$ cat src/rtl/scmp_alu_pkg.sv
// Shared types for the sequential ALU: operation codes, FSM states and op classification.
package scmp_alu_pkg;

    typedef enum logic [3:0] {
        OpAdd  = 4'h0,
        OpDad  = 4'h1,
        OpRrl  = 4'h2,
        OpSr   = 4'h3,
        OpOr   = 4'h4,
        OpAnd  = 4'h5,
        OpXor  = 4'h6,
        OpInc  = 4'h7,
        OpDec  = 4'h8,
        OpMpy  = 4'h9,
        OpDiv  = 4'hA,
        OpPass = 4'hB
    } alu_op_t;

    typedef enum logic [1:0] {
        StIdle,
        StIter,
        StDone
    } state_t;

    function automatic logic is_multi(alu_op_t op);
        return (op == OpMpy) || (op == OpDiv);
    endfunction

endpackage

$ cat src/rtl/scmp_alu_bcd_digit.sv
// One BCD digit adder: binary add, then +6 correction when the digit sum exceeds 9.
module scmp_alu_bcd_digit (
    input  logic [3:0] a,
    input  logic [3:0] b,
    input  logic       cin,
    output logic [3:0] sum,
    output logic       cout
);

    logic [4:0] raw;
    logic [4:0] fixed;

    assign raw   = {1'b0, a} + {1'b0, b} + {4'b0000, cin};
    assign fixed = raw + 5'd6;
    assign cout  = (raw > 5'd9);
    assign sum   = cout ? fixed[3:0] : raw[3:0];

endmodule

$ cat src/rtl/scmp_seq_alu.sv
// Sequential ALU: single-cycle logic/arith ops, plus W-step shift-add multiply and
// restoring divide. All results are registered and change only on entry to DONE.
module scmp_seq_alu
    import scmp_alu_pkg::*;
#(
    parameter int unsigned W = 8
) (
    input  logic         clk,
    input  logic         rst,
    input  logic         start,
    input  alu_op_t      op,
    input  logic [W-1:0] a,
    input  logic [W-1:0] b,
    input  logic         cy_i,
    input  logic         ov_i,
    output logic         busy,
    output logic         done,
    output logic [W-1:0] res,
    output logic [W-1:0] res_hi,
    output logic         cy_o,
    output logic         ov_o
);

    localparam int unsigned ND = W / 4;
    localparam int unsigned CW = $clog2(W);

    state_t        state;
    logic [CW-1:0] cnt;
    logic [W-1:0]  b_q, lo_q, hi_q;
    logic          div_q, cy_q;

    // Decimal adder: ripple the digit carry from cy_i upward.
    logic [ND:0]  dc;
    logic [W-1:0] dad_sum;
    assign dc[0] = cy_i;

    for (genvar i = 0; i < ND; i++) begin : g_digit
        scmp_alu_bcd_digit u_digit (
            .a    (a[4*i +: 4]),
            .b    (b[4*i +: 4]),
            .cin  (dc[i]),
            .sum  (dad_sum[4*i +: 4]),
            .cout (dc[i+1])
        );
    end

    logic [W:0] add_full, inc_full, dec_full;
    assign add_full = {1'b0, a} + {1'b0, b} + {{W{1'b0}}, cy_i};
    assign inc_full = {1'b0, a} + {{W{1'b0}}, 1'b1};
    assign dec_full = {1'b0, a} - {{W{1'b0}}, 1'b1};

    logic [W-1:0] s_res;
    logic         s_cy, s_ov;

    always_comb begin
        s_res = a;
        s_cy  = cy_i;
        s_ov  = ov_i;
        case (op)
            OpAdd: begin
                s_res = add_full[W-1:0];
                s_cy  = add_full[W];
                s_ov  = (a[W-1] == b[W-1]) && (add_full[W-1] != a[W-1]);
            end
            OpDad: begin
                s_res = dad_sum;
                s_cy  = dc[ND];
            end
            OpRrl: begin
                s_res = {cy_i, a[W-1:1]};
                s_cy  = a[0];
            end
            OpSr:  s_res = {1'b0, a[W-1:1]};
            OpOr:  s_res = a | b;
            OpAnd: s_res = a & b;
            OpXor: s_res = a ^ b;
            OpInc: begin
                s_res = inc_full[W-1:0];
                s_cy  = inc_full[W];
            end
            OpDec: begin
                s_res = dec_full[W-1:0];
                s_cy  = dec_full[W];
            end
            default: s_res = a;
        endcase
    end

    // One iteration step; hi_q holds partial product / running remainder.
    logic [W:0]   mul_sum, div_sh, div_diff;
    logic [W-1:0] n_hi, n_lo;

    assign mul_sum  = {1'b0, hi_q} + (lo_q[0] ? {1'b0, b_q} : {(W+1){1'b0}});
    assign div_sh   = {hi_q, lo_q[W-1]};
    assign div_diff = div_sh - {1'b0, b_q};

    always_comb begin
        n_hi = mul_sum[W:1];
        n_lo = {mul_sum[0], lo_q[W-1:1]};
        if (div_q) begin
            if (!div_diff[W]) begin
                n_hi = div_diff[W-1:0];
                n_lo = {lo_q[W-2:0], 1'b1};
            end else begin
                n_hi = div_sh[W-1:0];
                n_lo = {lo_q[W-2:0], 1'b0};
            end
        end
    end

    always_ff @(posedge clk or posedge rst) begin
        if (rst) begin
            state  <= StIdle;
            cnt    <= '0;
            b_q    <= '0;
            lo_q   <= '0;
            hi_q   <= '0;
            div_q  <= 1'b0;
            cy_q   <= 1'b0;
            busy   <= 1'b0;
            done   <= 1'b0;
            res    <= '0;
            res_hi <= '0;
            cy_o   <= 1'b0;
            ov_o   <= 1'b0;
        end else begin
            case (state)
                StIdle: begin
                    done <= 1'b0;
                    if (start) begin
                        busy <= 1'b1;
                        if (is_multi(op)) begin
                            state <= StIter;
                            cnt   <= CW'(W - 1);
                            b_q   <= b;
                            lo_q  <= a;
                            hi_q  <= '0;
                            div_q <= (op == OpDiv);
                            cy_q  <= cy_i;
                        end else begin
                            state  <= StDone;
                            done   <= 1'b1;
                            res    <= s_res;
                            res_hi <= '0;
                            cy_o   <= s_cy;
                            ov_o   <= s_ov;
                        end
                    end
                end
                StIter: begin
                    hi_q <= n_hi;
                    lo_q <= n_lo;
                    cnt  <= cnt - CW'(1);
                    if (cnt == '0) begin
                        state  <= StDone;
                        done   <= 1'b1;
                        res    <= n_lo;
                        res_hi <= n_hi;
                        cy_o   <= cy_q;
                        ov_o   <= div_q && (b_q == '0);
                    end
                end
                StDone: begin
                    state <= StIdle;
                    busy  <= 1'b0;
                    done  <= 1'b0;
                end
                default: state <= StIdle;
            endcase
        end
    end

endmodule

$ cat config.mk
export PLATFORM = sky130hd
export DESIGN_NAME = scmp_seq_alu
export DESIGN_NICKNAME = d
export VERILOG_FILES = /design/src/rtl/scmp_alu_pkg.sv /design/src/rtl/scmp_alu_bcd_digit.sv /design/src/rtl/scmp_seq_alu.sv
export SDC_FILE = /design/constraint.sdc
export NUM_CORES = 1
export LEC_CHECK = 0
export BUFFER_PORTS_ARGS = -buffer_cell sky130_fd_sc_hd__buf_2
export CAP_MARGIN = 10
export CORE_ASPECT_RATIO = 0.7
export CORE_MARGIN = 5
export CORE_UTILIZATION = 50
export CTS_BUF_LIST = sky130_fd_sc_hd__clkbuf_8
export CTS_CLUSTER_DIAMETER = 120
export DETAILED_ROUTE_END_ITERATION = 8
export GPL_ROUTABILITY_DRIVEN = 0
export PLACE_DENSITY = 0.67
export SLEW_MARGIN = 10
export SYNTH_ARGS = -nofsm -noshare
export SYNTH_HDL_FRONTEND = slang
export SYNTH_SLANG_ARGS = --single-unit
$ cat constraint.sdc
create_clock -name clk -period 2.3 [get_ports clk]
set_clock_uncertainty 0.15 [all_clocks]
set_input_delay 0.46 -clock clk [delete_from_list [all_inputs] [get_ports clk]]
set_output_delay 0.46 -clock clk [all_outputs]
set_load 0.01 [all_outputs]
After elaboration in Yosys (flattened, before gate mapping)
Cells that the tools add are included.

Add/subtract/negate cells: 13. $lt $le $gt $ge: 2. Equal/unequal tests: 18. Muxes and demuxes: 45. Bitwise operators: 3. Reductions and logical operators: 16.

Operators with widths (count): 2-to-1 mux 8 bit (14); one-hot mux 8 bit (9 select lines) (1); one-hot mux 8 bit (2 select lines) (4); adder 8 x 8 -> 9 bit (2); equality test 4 x 3 -> 1 bit, second input constant (4); equality test 4 bit, second input constant (3); 2-to-1 mux 1 bit (12); adder 4 x 4 -> 5 bit (2); adder 5 x 1 -> 5 bit (2); > comparator 5 x 4 -> 1 bit, second input constant (2); adder 8 x 1 -> 9 bit, second input constant (1); adder 9 x 1 -> 9 bit (1); subtractor 8 x 1 -> 9 bit, second input constant (1); subtractor 9 x 8 -> 9 bit (1); adder 4 x 3 -> 4 bit, second input constant (2); bitwise AND 8 bit (1); equality test 4 x 2 -> 1 bit, second input constant (2); zero test 8 bit (1); 2-to-1 mux 4 bit (2); inequality test 2 bit, second input constant (4); bitwise OR 8 bit (1); XOR 8 bit (1); 2-to-1 mux 2 bit (3); 2-to-1 mux 3 bit (2); 21 further kinds (28).

Flip-flop bits (word level): 51.

Longest topological paths before layout
Gate-level depths: netlist of run 1.

Depth in word-level cells: 10. Gate-level depth with buffers: 20. Depth with buffers taken out: 18.

Modules after synthesis
A second synthesis of run 1 with hierarchy kept.

Cell total of the unflattened synthesis: 652. Area total of the unflattened synthesis: 5206.2 sq um.

Modules (own cells, without submodules): scmp_seq_alu (instances 1, cells an instance 608, area an instance 4783.3 sq um); scmp_alu_bcd_digit (instances 2, cells an instance 22, area an instance 211.5 sq um).

Least setup slack after synthesis of run 1
No wires, ideal clock.

Kind: input-to-reg. Start: input a[2]. End: register res[5]. Library setup time: 128 ps. Arrival: 3505 ps. Required time: 2022 ps. Path slack: -1483 ps. Stages on the path: 16. Path through: buf_6 -> inv_1 -> ha_1 -> buf_2 -> a21oi_1 -> a211oi_1 -> o31a_1 -> inv_1 -> fa_1 -> inv_1 -> fa_1 -> o31ai_1 -> or3_1 -> mux2i_1 -> nor4_1 -> o21ai_1.

Cells in the longest elaborated chain, start to end: 10. Elaborated cells on any way between the ends: 15. Those cells by class: add/sub: 8; order compare: 2; mux: 5.

RTL lines: from (decl) (RTL line scmp_seq_alu.sv:12) `input logic [W-1:0] a,`; adder 4 x 4 -> 5 bit (RTL line scmp_alu_bcd_digit.sv:13) `assign raw = {1'b0, a} + {1'b0, b} + {4'b0000, cin};`; adder 5 x 1 -> 5 bit (RTL line scmp_alu_bcd_digit.sv:13); > comparator 5 x 4 -> 1 bit (RTL line scmp_alu_bcd_digit.sv:15) `assign cout = (raw > 5'd9);`; adder 5 x 1 -> 5 bit (RTL line scmp_alu_bcd_digit.sv:13); adder 4 x 3 -> 4 bit or > comparator 5 x 4 -> 1 bit (tied branches) (RTL line scmp_alu_bcd_digit.sv:14, scmp_alu_bcd_digit.sv:15); 2-to-1 mux 4 bit (RTL line scmp_alu_bcd_digit.sv:16) `assign sum = cout ? fixed[3:0] : raw[3:0];`; one-hot mux 8 bit (9 select lines) * (RTL line scmp_seq_alu.sv:59) `case (op)`; 2-to-1 mux 8 bit * (RTL line scmp_seq_alu.sv:132) `if (is_multi(op)) begin`; 2-to-1 mux 8 bit * (RTL line scmp_seq_alu.sv:130) `if (start) begin`; one-hot mux 8 bit (2 select lines) * (RTL line scmp_seq_alu.sv:127) `case (state)`; to (signal assigned) (RTL line scmp_seq_alu.sv:143) `res <= s_res;`; to (signal assigned) (RTL line scmp_seq_alu.sv:157) `res <= n_lo;`; to (decl) (RTL line scmp_seq_alu.sv:18) `output logic [W-1:0] res,`.

Mark *: on every way between the ends. The rest lies on a longest branch, timed or not. The select of a mux whose other input is x is not followed. A chain may end at the register's enable or synchronous reset.

Worst setup path in the final report of run 1
Start: input b[0]. End: register res[5].

Cells in the longest elaborated chain, start to end: 10. Elaborated cells on any way between the ends: 13. Those cells by class: add/sub: 6; order compare: 2; mux: 5.

RTL lines: from (decl) (RTL line scmp_seq_alu.sv:13) `input logic [W-1:0] b,`; adder 4 x 4 -> 5 bit (RTL line scmp_alu_bcd_digit.sv:13); adder 5 x 1 -> 5 bit (RTL line scmp_alu_bcd_digit.sv:13); > comparator 5 x 4 -> 1 bit (RTL line scmp_alu_bcd_digit.sv:15); adder 5 x 1 -> 5 bit (RTL line scmp_alu_bcd_digit.sv:13); adder 4 x 3 -> 4 bit or > comparator 5 x 4 -> 1 bit (tied branches) (RTL line scmp_alu_bcd_digit.sv:14, scmp_alu_bcd_digit.sv:15); 2-to-1 mux 4 bit (RTL line scmp_alu_bcd_digit.sv:16); one-hot mux 8 bit (9 select lines) * (RTL line scmp_seq_alu.sv:59); 2-to-1 mux 8 bit * (RTL line scmp_seq_alu.sv:132); 2-to-1 mux 8 bit * (RTL line scmp_seq_alu.sv:130); one-hot mux 8 bit (2 select lines) * (RTL line scmp_seq_alu.sv:127).

Marks and branches as above.

==> reports/results.ini, run 1 <==
[timing]
hold_violations=4
fin_hold_ws_ns=-0.00391
period_needed_ns=3.45
maxSlewHeadroom=0.596
grt_setup_unrepaired=yes
max_freq_mhz=290
maxSlewViolCount=0
period_share=1.50
worst_slack_ns=-1.15
setup_viol_count_final=26
max_slew.worst_pin.slew_ns=0.591
setup_tns_ns=-12.68

[worst_setup_path]
rrSetupSlack_ns=-0.47
cp.required_ns=2.41
ff2ff_path_depth=10
cp_slowest_cell=fa_2
r2r_start=lo_q[7]
path_class=in -> reg
start_kind=primary input
arrival_ns=3.56
path_cells=buf_8, fa_2, and3_4, a211oi_2, o31a_1, inv_2, fa_2, inv_2, fa_2, xor2_2, inv_2, ha_4, nand2_4, o31ai_4, or3_1, mux2i_1, nor4_2, o21ai_1
crit_end=res[5]
setup.worst_path.start=b[0]
critPathMaxFanout=3
reg2reg_to=hi_q[0]
crit_path_end_kind=register
slowest_delay_ns=0.44

[layout]
area_growth_syn_to_layout_pct=43.2
fill_cells=745
diodes=0
seqCellArea_sq_um=1280
finalNetCount=936
final_common_cell=buf_4
layout_common_cells=175 x buf_4, 58 x nand2_1, 51 x dfrtp_1
multi_input_area_sq_um=4140
fin_area_sq_um=7590
drive_gt1_frac=0.397

[routing]
drt_wl_total_um=20100
num_vias=6249
wl_per_cell_um=20.1
drc_errors=0
drtAntennaViolNets=0
via_per_inst=6.27
first_pass_iters=6
drt_iter0_drc=966

[synthesis]
synth_fp_nets=737
synthesis.area_sq_um=5300
yosysUniqueCellTypes=82
synth_compound_area_frac=0.274
synthMuxAreaShare=0.0432
synth-adder-area-share=0.120
ys_ff_latch=51
syn_avg_cell_area_sq_um=7.97
synth-edff-count=0
synth_cells=665
synth-xor-area-share=0.0361
synth_top_family_by_area=compound AO/OA/AOI/OAI gates
synth_simple_gate_area_frac=0.216
synthArstFlopShare=1.00
ys_seq_area_frac=0.241
yosys_warnings=0
synth-main-ff-cell=dfrtp_1

[grt]
track_usage=0.303
grt_antenna_before_repair=0
grt_use_met2=0.468
overflow=0
grt-busiest-layer=met2
grt_use_met1=0.433
grt_pass1_wl_um=30800
met3_usage=0.0731
grt_max_degree=31
grt_pass1_vias=5919

[die]
rows=31
die_w_um=133
core_area_sq_um=10400
fp.dieArea_sq_um=12800
initial_core_util=0.512
die_h_um=96.2
io_pins=45

[cts]
clockBufferDepth=2
cts_tree=built
cts.sinks=51
cts-root-buf=clkbuf_8
numCtsBuffers=5
h-tree-depth=2
insertion_delay_ns=0.33
holdBufCountCts=0
path_clk_slew_ns=0.11

[power_and_ir_drop]
combPwrFrac=0.643
switching_share=0.440
peakVddDrop_mv=0.469
clkPwrFrac=0.115
power_density_nw_per_um2=783
p_int_uw=3330
seqPwrFrac=0.242
p_leak_uw=0.00347
total_power_uw=5950
p_sw_uw=2620

[run]
max_cap_violations=0

[place]
hpwl_um=15000
io_buffer_count=44
dpl_cell_area_sq_um=6890

[hold_path]
hold_class=in -> async

[status]
violations=hold timing, setup timing
status=finished with violations

==> registers in the layout, summed over array words and instances (netlist names), 2 cells and up <==
name,flops
state,2
res,8
hi_q,8
cnt,3
res_hi,8
b_q,8
lo_q,8
==> Yosys cell counts, types with 6 or more instances <==
cell type,number,share of area
o31ai_1,9,0.013
a21oi_1,50,0.047
inv_1,44,0.031
nor2b_1,10,0.012
ha_1,42,0.099
nor3_1,18,0.017
nor2_1,46,0.033
dfrtp_1,51,0.24
xor2_1,10,0.017
and2_1,9,0.011
o211ai_1,8,0.011
mux2i_1,15,0.028
clkbuf_1,19,0.013
xnor2_1,10,0.017
o22ai_1,6,0.0071
nand2_1,60,0.042
a21o_1,8,0.011
nor4_1,6,0.0071
nand3_1,16,0.015
buf_2,14,0.013
nand2b_1,16,0.019
a31oi_1,12,0.014
a211oi_1,13,0.018
o21ai_0,52,0.049
==> worst max-delay path: cells and delay by family <==
kind / cells / cell delay (ns)
mux: 1 / 0.19
fa+ha+maj: 4 / 1.22
xor+xnor: 1 / 0.18
simple gates: 4 / 0.67
buf+inv: 4 / 0.31
compound gates: 4 / 0.53
==> logic make-up (layout without fill, tap and decap cells) <==
| logic type | after synthesis | after routing |
|---|---|---|
| and+or+nand+nor | 218 | 218 |
| buffers and inverters | 87 | 287 |
| xor gates and xnor gates | 21 | 21 |
| muxes | 21 | 21 |
| DFF | 51 | 51 |
| adders and majority gates | 48 | 48 |
| AOI/OAI and AO/OA | 219 | 219 |
==> final cells by class <==
type | count | area share
timing repair buffer | 232 | 0.227
tap | 132 | 0.0217
inverter | 47 | 0.0236
sequential | 51 | 0.168
multi-input combinational | 527 | 0.545
clock buffer | 5 | 0.00906
clock inverter | 3 | 0.00610
==> routing by layer <==
layer  routed length (um)  vias to the layer above
li1                     -                     2829
met4                  459                        0
met2                 8580                      414
met5                    0                        -
met1                 8550                     2955
met3                 2480                       51
==> worst min-delay path by stage <==
| stage | from | endpoint | slack (ns) | cells after the start |
|---|---|---|---|---|
| CTS | rst | cnt[1] | 0.02 | 2 |
| global placement | busy | busy | 0.31 | 2 |
| finish | rst | cnt[1] | -0.004 | 2 |
| floorplan | cnt[0] | cnt[0] | 0.29 | 1 |
| detailed placement | res_hi[7] | res_hi[7] | 0.31 | 2 |
| global route | rst | cnt[1] | 0.04 | 2 |
==> power by group through the flow <==
stage	Combinational [uW]	Sequential, uW	Clock [uW]
final	3820	1440	685
after global routing	4090	1460	726
after CTS	3490	1430	680
after detailed placement	3090	1430	0
after global placement	2990	1410	0
after floorplan	1740	1430	0
==> through the flow <==
| step | hold slack, ns | cells | util | worst slack [ns] |
|---|---|---|---|---|
| finish | -0.00391 | 997 | 0.733 | -1.15 |
| global route | 0.0365 | 997 | 0.733 | -1.31 |
| CTS | 0.0188 | 986 | 0.707 | -1.12 |
| detailed placement | 0.312 | 967 | 0.666 | -1.68 |
| global placement | 0.306 | 967 | 0.666 | -1.53 |
| floorplan | 0.290 | 665 | - | -1.34 |
==> what timing repair did <==
action | in CTS | in global routing
pin swaps | 33 | 36
gates cloned | 0 | 0
endpoints found under the setup margin | 25 | 28
setup buffers | 12 | 13
resized for setup | 56 | 38
(Power assumes the default switching activity.)
==> run 2, diff against run 1 <==
--- a/config.mk
+++ b/config.mk
@@ -15,6 +15,7 @@
 export DETAILED_ROUTE_END_ITERATION = 8
 export GPL_ROUTABILITY_DRIVEN = 0
 export PLACE_DENSITY = 0.67
+export RECOVER_POWER = 25
 export SLEW_MARGIN = 10
 export SYNTH_ARGS = -nofsm -noshare
 export SYNTH_HDL_FRONTEND = slang
==> run 2 against run 1 <==
The flow finishes with violations (setup timing); sequential share of layout area about the same; design area down 0.20%; combinational power about the same; via count up 0.19%; global-route usage unchanged; worst hold slack better by 0.14 ns; critical path type unchanged; largest power group unchanged.
==> reports/results.ini, run 2 (synthesis gave the netlist of run 1 again) <==
[worst_setup_path]
slowest_delay_ns=0.44
path_cells=buf_8, fa_2, and3_4, a211oi_2, o31a_1, inv_2, fa_2, inv_2, fa_2, xor2_2, inv_2, ha_4, nand2_4, o31ai_4, or3_1, mux2i_1, nor4_2, o21ai_1
path_buf_inv=4
cp.required_ns=2.41
path_class=in -> reg
rrSetupSlack_ns=-0.46
crit_family=adder cells
arrival_ns=3.57
critPathMaxFanout=3
crit_path_end_kind=register
cp_slowest_cell=fa_2
start_kind=primary input

[layout]
multi_input_area_sq_um=4140
fill_cells=746
drive_gt1_frac=0.395
final_common_cell=buf_4
area_growth_syn_to_layout_pct=43.0
diodes=0
seqCellArea_sq_um=1280
layout_common_cells=175 x buf_4, 58 x nand2_1, 51 x dfrtp_1
finalNetCount=936

[power_and_ir_drop]
peakVddDrop_mv=0.468
p_leak_uw=0.00346
total_power_uw=5940
power_density_nw_per_um2=783

[cts]
path_clk_slew_ns=0.11
h-tree-depth=2
cts_tree=built
cts.sinks=51
numCtsBuffers=5
holdBufCountCts=0
insertion_delay_ns=0.33
cts-root-buf=clkbuf_8
clockBufferDepth=2

[run]
max_cap_violations=0

[die]
rows=31
core_area_sq_um=10400
die_h_um=96.2
io_pins=45
fp.dieArea_sq_um=12800
initial_core_util=0.512
die_w_um=133

[routing]
wl_per_cell_um=20.1
drtAntennaViolNets=0
via_per_inst=6.28
first_pass_iters=7
num_vias=6261
drc_errors=0
drt_wl_total_um=20100
drt_iter0_drc=871

[timing]
maxSlewHeadroom=0.424
period_share=1.50
setup_viol_count_final=26
hold_violations=0
grt_setup_unrepaired=yes
max_slew.worst_pin.slew_ns=0.864
worst_slack_ns=-1.16
maxSlewViolCount=0
period_needed_ns=3.46
max_freq_mhz=289
fin_hold_ws_ns=0.138

[place]
io_buffer_count=44
hpwl_um=15000

[hold_path]
hold_class=in -> async

[status]
status=finished with violations
violations=setup timing

[grt]
track_usage=0.303
overflow=0
grt_pass1_wl_um=30800
grt_max_degree=31
grt_pass1_vias=5919
grt_antenna_before_repair=0

[run 2: changes by cell type in the layout (fill, tap and decap cells not counted)]
cell,delta
buf_12,-1
clkbuf_2,+1
inv_1,+1
inv_2,-1
[run 2: final cells by class]
type | instances | share of cell area
Sequential cell | 51 | 0.168
Multi-Input combinational cell | 527 | 0.546
Inverter | 47 | 0.0236
Clock inverter | 3 | 0.00611
Tap cell | 132 | 0.0218
Clock buffer | 5 | 0.00908
Timing Repair Buffer | 232 | 0.225
[run 2: final timing paths]
path                            from         to  cells after the start
hold reg to reg            res_hi[7]  res_hi[7]                      2
setup reg to reg             lo_q[7]  res_hi[0]                     10
setup / recovery                b[0]     res[5]                     18
hold / removal                   rst     cnt[1]                      2
min in group clk                b[7]     b_q[7]                      4
max in group asynchronous        rst       cy_o                      3
[run 2: where the power goes]
| part | leakage (uW) | internal [uW] | switching, uW | total, uW |
|---|---|---|---|---|
| clock | 0.0000548 | 329 | 359 | 687 |
| sequential | 0.000635 | 1190 | 248 | 1430 |
| combinational | 0.00277 | 1810 | 2000 | 3810 |
| total | 0.00346 | 3330 | 2610 | 5940 |
[run 2: timing repair]
item,in CTS,in global routing
gates resized for setup,56,38
pin swaps,33,36
hold endpoints to repair,0,0
buffers inserted,12,13
endpoints found under the setup margin,25,28
cloned,0,0
[run 2: layer usage]
layer	track usage	wire length (um)	up-vias	part of all wire
met4	0.0606	518	0	0.026
met1	0.433	8350	2930	0.42
met5	0	0	-	0
met2	0.468	8570	442	0.43
li1	-	-	2828	-
met3	0.0731	2610	61	0.13
[run 2: metrics by stage]
stage | TNS (ns) | std cells | setup slack, ns | utilization | area (sq um)
floorplan | -6.41 | 665 | -1.34 | - | 5440
global placement | -11.95 | 967 | -1.53 | 0.666 | 6890
detailed placement | -13.99 | 967 | -1.68 | 0.666 | 6890
CTS | -10.86 | 986 | -1.12 | 0.707 | 7320
global route | -14.98 | 997 | -1.31 | 0.732 | 7580
finish | -12.53 | 997 | -1.16 | 0.732 | 7580
==> run 3, diff against run 2 <==
--- a/config.mk
+++ b/config.mk
@@ -14,8 +14,9 @@
 export CTS_CLUSTER_DIAMETER = 120
 export DETAILED_ROUTE_END_ITERATION = 8
 export GPL_ROUTABILITY_DRIVEN = 0
-export PLACE_DENSITY = 0.67
+export PLACE_DENSITY = 0.65
 export RECOVER_POWER = 25
+export SKIP_CTS_REPAIR_TIMING = 1
 export SLEW_MARGIN = 10
 export SYNTH_ARGS = -nofsm -noshare
 export SYNTH_HDL_FRONTEND = slang
==> constraint.sdc (replaced) <==
create_clock -name clk -period 4.2 [get_ports clk]
set_clock_uncertainty 0.15 [all_clocks]
set_input_delay 0.84 -clock clk [delete_from_list [all_inputs] [get_ports clk]]
set_output_delay 0.84 -clock clk [all_outputs]
set_load 0.01 [all_outputs]
==> run 3 against run 2 <==
The run now ends clean; wire length fell by 17%; total power is 59% lower; critical endpoint is now res[6]; final cell count is 16% lower; setup slack improved by 1.3 ns; design area down 23%.
==> reports/results.ini, run 3 (synthesis gave the netlist of run 1 again) <==
[status]
status=finished, final reports clean

[die]
initial_core_util=0.512
die_w_um=133
rows=31
die_h_um=96.2
core_area_sq_um=10400
io_pins=45
fp.dieArea_sq_um=12800

[place]
io_buffer_count=44
dp.cells=831
hpwl_um=12900

[routing]
wl_per_cell_um=19.8
num_vias=5276
drtAntennaViolNets=0
drt_wl_total_um=16600
drt_iter0_drc=590
drc_errors=0
first_pass_iters=5
via_per_inst=6.30

[worst_setup_path]
arrival_ns=4.13
critPathMaxFanout=10
crit_path_end_kind=register
start_kind=primary input
path_class=in -> reg
cp.required_ns=4.29

[layout]
multi_input_area_sq_um=3670
layout_common_cells=60 x nand2_1, 52 x o21ai_0, 51 x dfrtp_1
seqCellArea_sq_um=1280
area_growth_syn_to_layout_pct=9.84
final_common_cell=nand2_1
final_cell_count_no_fill=838
fill_cells=984
diodes=0
drive_gt1_frac=0.159
finalNetCount=778

[grt]
track_usage=0.260
grt_pass1_vias=4862
grt_pass1_wl_um=26400
grt_antenna_before_repair=0
grt_max_degree=32
overflow=0

[cts]
cts_tree=built
numCtsBuffers=5
cts-root-buf=clkbuf_8
path_clk_slew_ns=0.10
cts.sinks=51
clockBufferDepth=2
insertion_delay_ns=0.32
h-tree-depth=2

[timing]
hold_violations=0
period_share=0.961
maxSlewViolCount=0
max_freq_mhz=248
period_needed_ns=4.03
maxSlewHeadroom=0.0735
max_slew.worst_pin.slew_ns=1.39
setup_viol_count_final=0

[hold_path]
hold_class=reg -> reg

[power_and_ir_drop]
p_leak_uw=0.00259
peakVddDrop_mv=0.258
total_power_uw=2440
power_density_nw_per_um2=419

[run]
max_cap_violations=0

run 3: where the power goes:
group / internal (uW) / switching (uW)
clock network: 133 / 177
logic: 538 / 783
registers: 650 / 159
run 3: per-layer routing:
layer	track usage	part of all wire
met3	0.0643	0.11
met1	0.405	0.48
met4	0.0346	0.0049
met2	0.368	0.40
met5	0	0
run 3: final timing paths:
path,depth (start not counted),slack (ns),endpoint,startpoint
max in group asynchronous,3,1.45,b_q[7],rst
max,18,0.17,res[6],a[2]
min reg2reg,1,0.32,cnt[0],cnt[0]
max reg2reg,10,0.99,hi_q[2],lo_q[7]
min in group asynchronous,2,0.63,hi_q[2],rst
min,1,0.32,cnt[0],cnt[0]
run 3: cell type report:
class | count | share of cell area
clock inverters | 1 | 0.00150
inverters | 47 | 0.0303
flip-flops and latches | 51 | 0.219
multi-input cells | 527 | 0.631
well taps | 132 | 0.0284
clock buffers | 6 | 0.0142
repair buffers | 74 | 0.0758
run 3: critical path: stages:
cell       delay [ns]
buf_2            0.09
inv_1            0.05
ha_1             0.36
buf_4            0.21
nor4_2           0.24
nand2_1          0.09
o31a_1           0.13
inv_1            0.10
fa_2             0.22
inv_1            0.06
fa_1             0.39
xor2_1           0.17
buf_4            0.15
o31ai_1          0.33
buf_4            0.19
o2111ai_1        0.14
and3_1           0.22
a31oi_1          0.15
run 3: stage by stage:
step	TNS (ns)	hold slack, ns	setup slack (ns)	util	area [sq um]
final	0	0.318	0.165	0.562	5820
after global routing	-0.0162	0.343	-0.0162	0.562	5820
after floorplan	0	0.290	0.0369	-	5300
after global placement	-0.0621	0.306	-0.0402	0.552	5710
after CTS	0	0.322	0.195	0.560	5800
after detailed placement	-0.405	0.309	-0.138	0.552	5710
